`src/rtl/hs_pkg.sv`:
```
// Shared types for the four-phase handshake sender.
// Holds the FSM state encoding and the default data width.
package hs_pkg;

  localparam int unsigned HS_WIDTH = 8;

  typedef enum logic [1:0] {
    IDLE   = 2'd0,
    REQ    = 2'd1,
    RETURN = 2'd2
  } hs_state_e;

endpackage

```
`src/rtl/sync2.sv`:
```
// sync2: 1-bit two-flop synchronizer with synchronous reset.
// Ports: Clock, Reset (sync, active-high), i_d async in, o_q synced out.
module sync2 (
  input  logic Clock,
  input  logic Reset,
  input  logic i_d,
  output logic o_q
);

  logic r_meta;
  logic r_sync;

  always_ff @(posedge Clock) begin
    if (Reset) begin
      r_meta <= 1'b0;
      r_sync <= 1'b0;
    end else begin
      r_meta <= i_d;
      r_sync <= r_meta;
    end
  end

  assign o_q = r_sync;

endmodule

```
`src/rtl/handshake_sender.sv`:
```
// handshake_sender: four-phase req/ack initiator with a one-word pending slot.
// Ports: Clock, Reset (sync, active-high), send/data_in in, ack_in async in,
//        req_out/data_out registered, busy, full, done/overflow pulses.
module handshake_sender
  import hs_pkg::*;
#(
  parameter int unsigned WIDTH = HS_WIDTH
) (
  input  logic             Clock,
  input  logic             Reset,
  input  logic             send,
  input  logic [WIDTH-1:0] data_in,
  input  logic             ack_in,
  output logic             req_out,
  output logic [WIDTH-1:0] data_out,
  output logic             busy,
  output logic             full,
  output logic             done,
  output logic             overflow
);

  hs_state_e        r_state;
  hs_state_e        w_state_nx;
  logic             r_req;
  logic             w_req_nx;
  logic [WIDTH-1:0] r_data;
  logic [WIDTH-1:0] w_data_nx;
  logic             r_pend_v;
  logic             w_pend_v_nx;
  logic [WIDTH-1:0] r_pend_d;
  logic [WIDTH-1:0] w_pend_d_nx;
  logic             r_done;
  logic             w_done_nx;
  logic             r_ovf;
  logic             w_ovf_nx;

  logic             w_ack_s;
  logic             w_launch;
  logic [WIDTH-1:0] w_launch_d;
  logic             w_stash;

  sync2 u_ack_sync (
    .Clock (Clock),
    .Reset (Reset),
    .i_d   (ack_in),
    .o_q   (w_ack_s)
  );

  always_ff @(posedge Clock) begin
    if (Reset) begin
      r_state  <= IDLE;
      r_req    <= 1'b0;
      r_data   <= '0;
      r_pend_v <= 1'b0;
      r_pend_d <= '0;
      r_done   <= 1'b0;
      r_ovf    <= 1'b0;
    end else begin
      r_state  <= w_state_nx;
      r_req    <= w_req_nx;
      r_data   <= w_data_nx;
      r_pend_v <= w_pend_v_nx;
      r_pend_d <= w_pend_d_nx;
      r_done   <= w_done_nx;
      r_ovf    <= w_ovf_nx;
    end
  end

  // w_launch starts a new word this edge; w_stash asks to park data_in
  // in the pending slot, which overflows if the slot stays occupied.
  always_comb begin
    w_state_nx  = r_state;
    w_req_nx    = r_req;
    w_data_nx   = r_data;
    w_pend_v_nx = r_pend_v;
    w_pend_d_nx = r_pend_d;
    w_done_nx   = 1'b0;
    w_ovf_nx    = 1'b0;
    w_launch    = 1'b0;
    w_launch_d  = data_in;
    w_stash     = 1'b0;

    unique case (r_state)
      IDLE: begin
        if (w_ack_s) begin
          // responder still high from before: hold the word back
          w_stash = send;
        end else if (r_pend_v) begin
          w_launch    = 1'b1;
          w_launch_d  = r_pend_d;
          w_pend_v_nx = 1'b0;
          w_stash     = send;
        end else begin
          w_launch = send;
        end
      end
      REQ: begin
        w_stash = send;
        if (w_ack_s) begin
          w_req_nx   = 1'b0;
          w_state_nx = RETURN;
        end
      end
      RETURN: begin
        if (w_ack_s) begin
          w_stash = send;
        end else begin
          w_done_nx = 1'b1;
          if (r_pend_v) begin
            w_launch    = 1'b1;
            w_launch_d  = r_pend_d;
            w_pend_v_nx = 1'b0;
            w_stash     = send;
          end else if (send) begin
            w_launch = 1'b1;
          end else begin
            w_state_nx = IDLE;
          end
        end
      end
      default: begin
        w_state_nx = IDLE;
        w_req_nx   = 1'b0;
      end
    endcase

    if (w_launch) begin
      w_state_nx = REQ;
      w_req_nx   = 1'b1;
      w_data_nx  = w_launch_d;
    end

    if (w_stash) begin
      if (w_pend_v_nx) begin
        w_ovf_nx = 1'b1;
      end else begin
        w_pend_v_nx = 1'b1;
        w_pend_d_nx = data_in;
      end
    end
  end

  assign req_out  = r_req;
  assign data_out = r_data;
  assign busy     = (r_state != IDLE);
  assign full     = r_pend_v;
  assign done     = r_done;
  assign overflow = r_ovf;

endmodule

```
`config.mk`:
```
export PLATFORM = sky130hd
export DESIGN_NAME = handshake_sender
export DESIGN_NICKNAME = d
export VERILOG_FILES = /design/src/rtl/hs_pkg.sv /design/src/rtl/sync2.sv /design/src/rtl/handshake_sender.sv
export SDC_FILE = /design/constraint.sdc
export NUM_CORES = 1
export LEC_CHECK = 0
export CORE_ASPECT_RATIO = 0.9
export CORE_UTILIZATION = 50
export CTS_BUF_LIST = sky130_fd_sc_hd__clkbuf_4
export CTS_CLUSTER_DIAMETER = 60
export DETAILED_ROUTE_END_ITERATION = 8
export GPL_TIMING_DRIVEN = 0
export PLACE_DENSITY = 0.81
export SYNTH_ARGS = -nofsm -noshare
export SYNTH_HDL_FRONTEND = slang
export SYNTH_SLANG_ARGS = --single-unit
```
`constraint.sdc`:
```
create_clock -name Clock -period 1.55 [get_ports Clock]
set_input_delay 0.31 -clock Clock [delete_from_list [all_inputs] [get_ports Clock]]
set_output_delay 0.31 -clock Clock [all_outputs]
set_load 0.1 [all_outputs]
```
==> flow_summary.toml <==
[outcome]
status = "finished clean"

[global_routing]
antenna_found_initial = 0
grt_pass1_wl_um = 3350
grt_pass1_vias = 745
grt_use_total_pct = 21.0
grt-ovfl-total = 0
grt_max_degree = 14

[logic_synthesis]
synth_mux_area_share_pct = 15.6
synth_xor_area_share_pct = 1.71
synthSimpleGateAreaFrac_pct = 19.5
ys_seq_area_share_pct = 46.8
synth_top_area_share_pct = 46.8
synth_warnings = 0
synth.area.top_cells = "dfxtp_1, mux2i_1, nand2b_1"
synth-compound-area-share_pct = 12.3
synth-edff-count = 0
syn-num-nets = 108
synth-seq-cells = 24
syn_inst = 96
synthAdderAreaFrac_pct = 0
synth_ff_type = "dfxtp_1"
yosys.area.top_type = "dfxtp_1"
ys_async_sr_fraction_pct = 0
synth_area_um2 = 1030
avgSynthCellArea_um2 = 10.7
synth.distinct_cells = 25
synth_top_family_by_area = "simple AND/OR/NAND/NOR gates"

[timing]
finalSetupViolCount = 0
hold_viol_final = 0
fin_setup_tns_ns = 0
relSlewSlack_pct = 64.1
rsz0062_at_grt = "no"
finalHoldWorstSlack_ns = 0.458
period_minus_slack_ns = 1.51
fin_skew_ns = 0.00410
fmax_mhz = 661
slew_viol_final = 0
tightest_slew_ns = 0.541
fin_crit_sh_pct = 97.6

[power]
peakVddDrop_v = 0.000650
powerDensity_nw_per_um2 = 1120
p_total_mw = 1.46
leakagePower_nw = 0.498

[critical_path]
crit_type = "reg -> out"
cpPeakStageDelay_ns = 0.54
critPathCaptureType = "primary output"
required_ns = 1.24
cp_max_fo = 1
worstPathCellList = "clkdlybuf4s15_2"
critPathArrivalTime_ns = 1.20
r2r-start = "u_ack_sync.o_q$_SDFF_PP0_"
crit_start = "done$_SDFF_PP0_"
cp_top_family = "buffers and inverters"
r2r_slack_ns = 0.27
critPathBufInv = 1
reg2reg_to = "r_pend_d[5]$_SDFFE_PP0P_"
worstSetupStartpointType = "flip-flop"
r2r_cells = 5
cpMaxStageDelayCell = "clkdlybuf4s15_2"

[layout]
finalNonFillerCells = 148
syn2layout_area_growth_pct = 26.3
final_area_um2 = 1300
fin_nets = 136
drive_gt1_share_pct = 20.3
n_antenna_cell = 0
nFillCells = 164

[clocking]
cts_sinks = 24
cts_buffers = 3
ctsRootBufferMaster = "clkbuf_4"
cts_setup_buffers = 0
clk_pin_slew_worst_paths_ns = 0.13
clk_path_buf_depth = 2
h-tree-depth = 1
tritoncts = "yes"
clk_latency_ns = 0.32

[placement]
numPortBuffers = 24
dpl.cell_count = 145
place_congestion = 0.735
placed_area_um2 = 1300
dp.final_hpwl_um = 1450

[hold_path]
min_path_cells = 1
hold_path.class = "reg -> reg"
holdPathEnd = "u_ack_sync.o_q$_SDFF_PP0_"
hp-start = "u_ack_sync.r_meta$_SDFF_PP0_"

[run]
drv_cap = 0

[floorplan]
start_util_pct = 53.1
die_y_um = 45
die_x_um = 49.8
num_io_pins = 25
coreArea_um2 = 1930
row_count = 15
dieArea_um2 = 2240

[detailed_routing]
drc_errors = 0
vias = 792
wl_um = 2100
drtAntennaViolNets = 0
viasPerCell = 5.35
drt-pass1-iter-count = 4
first_iter_violations = 13
wl_per_cell_um = 14.2
==> what timing repair did <==
action	in CTS	in global routing
hold buffers	0	0
resized for setup	49	20
endpoints found under the setup margin	13	13
gates cloned	0	0
pin swaps	0	0
==> cells in the mapped netlist, drive strengths merged (2+ instances only) <==
library cell and instances:
a21oi 2, nand2b 18, buf 4, o21ai 2, dfxtp 24, nand2 4, nor2b 2, a211oi 2
mux2i 16, or2 2, o2bb2ai 8, nor3b 2, clkbuf 2
==> stage by stage <==
stage	util, %	worst slack [ns]
finish	67.1	0.0374
global route	67.1	0.00267
CTS	68.7	-0.100
detailed placement	67.2	-0.530
global placement	67.2	-0.515
floorplan	-	0.0576
==> sequential cells by signal, indices dropped and copies added (netlist names) <==
register,count
data_out,8
done,1
full,1
overflow,1
r_pend_d,8
r_state,2
req_out,1
u_ack_sync.o_q,1
u_ack_sync.r_meta,1
==> worst max-delay path by stage <==
stage                               end  slack, ns  cells past startpoint
3_5_place_dp                       busy      -0.53                      3
4_1_cts                            busy      -0.10                      3
6_report                           done       0.04                      1
2_1_floorplan  data_out[0]$_SDFFE_PP0P_       0.06                      4
5_1_grt                        overflow      0.003                      1
3_3_place_gp                       busy      -0.52                      3
==> metal layers <==
| layer | vias up | wire (um) | share of wire [%] | GRT usage, % |
|---|---|---|---|---|
| li1 | 387 | - | - | - |
| met1 | 380 | 1020 | 48 | 24.5 |
| met4 | 0 | 46 | 2.2 | 11.4 |
| met3 | 7 | 90 | 4.3 | 6.73 |
| met2 | 18 | 946 | 45 | 34.9 |
| met5 | - | 0 | 0 | 0 |
==> cell type report <==
| class | instances | area, um^2 | share of cell area, % |
|---|---|---|---|
| multi-input combinational | 66 | 514 | 39.6 |
| sequential | 24 | 485 | 37.4 |
| timing repair buffer | 24 | 203 | 15.6 |
| buffer | 5 | 37.5 | 2.89 |
| tap | 25 | 31.3 | 2.41 |
| clock buffer | 3 | 22.5 | 1.74 |
| clock inverter | 1 | 3.75 | 0.289 |
==> placed cells by master (no fill, tap or decap), types with 2 or more instances in the layout <==
cell type        instances
a211oi_1                 2
buf_2                   10
buf_6                    2
clkbuf_1                 2
clkbuf_4                 3
clkdlybuf4s15_2          2
clkdlybuf4s50_1         11
dfxtp_1                 22
mux2i_1                 16
nand2_1                  4
nand2b_1                18
nor2b_1                  2
nor3b_2                  2
o21ai_0                  2
o2bb2ai_1                8
==> kinds of logic (layout without fill, tap and decap cells) <==
family | Yosys count | after routing
AOI/OAI and AO/OA | 16 | 16
muxes | 16 | 16
DFF | 24 | 24
xor gates and xnor gates | 2 | 2
buffers and inverters | 6 | 33
and+or+nand+nor | 32 | 32
==> where the power goes <==
| part | total, mW | leakage (nW) | internal (mW) | switching [mW] |
|---|---|---|---|---|
| clock network | 0.289 | 0.0154 | 0.0945 | 0.195 |
| logic | 0.465 | 0.285 | 0.141 | 0.324 |
| registers | 0.705 | 0.198 | 0.668 | 0.0362 |
| total | 1.46 | 0.498 | 0.903 | 0.555 |
No activity file was read; power rests on OpenSTA's default activity.
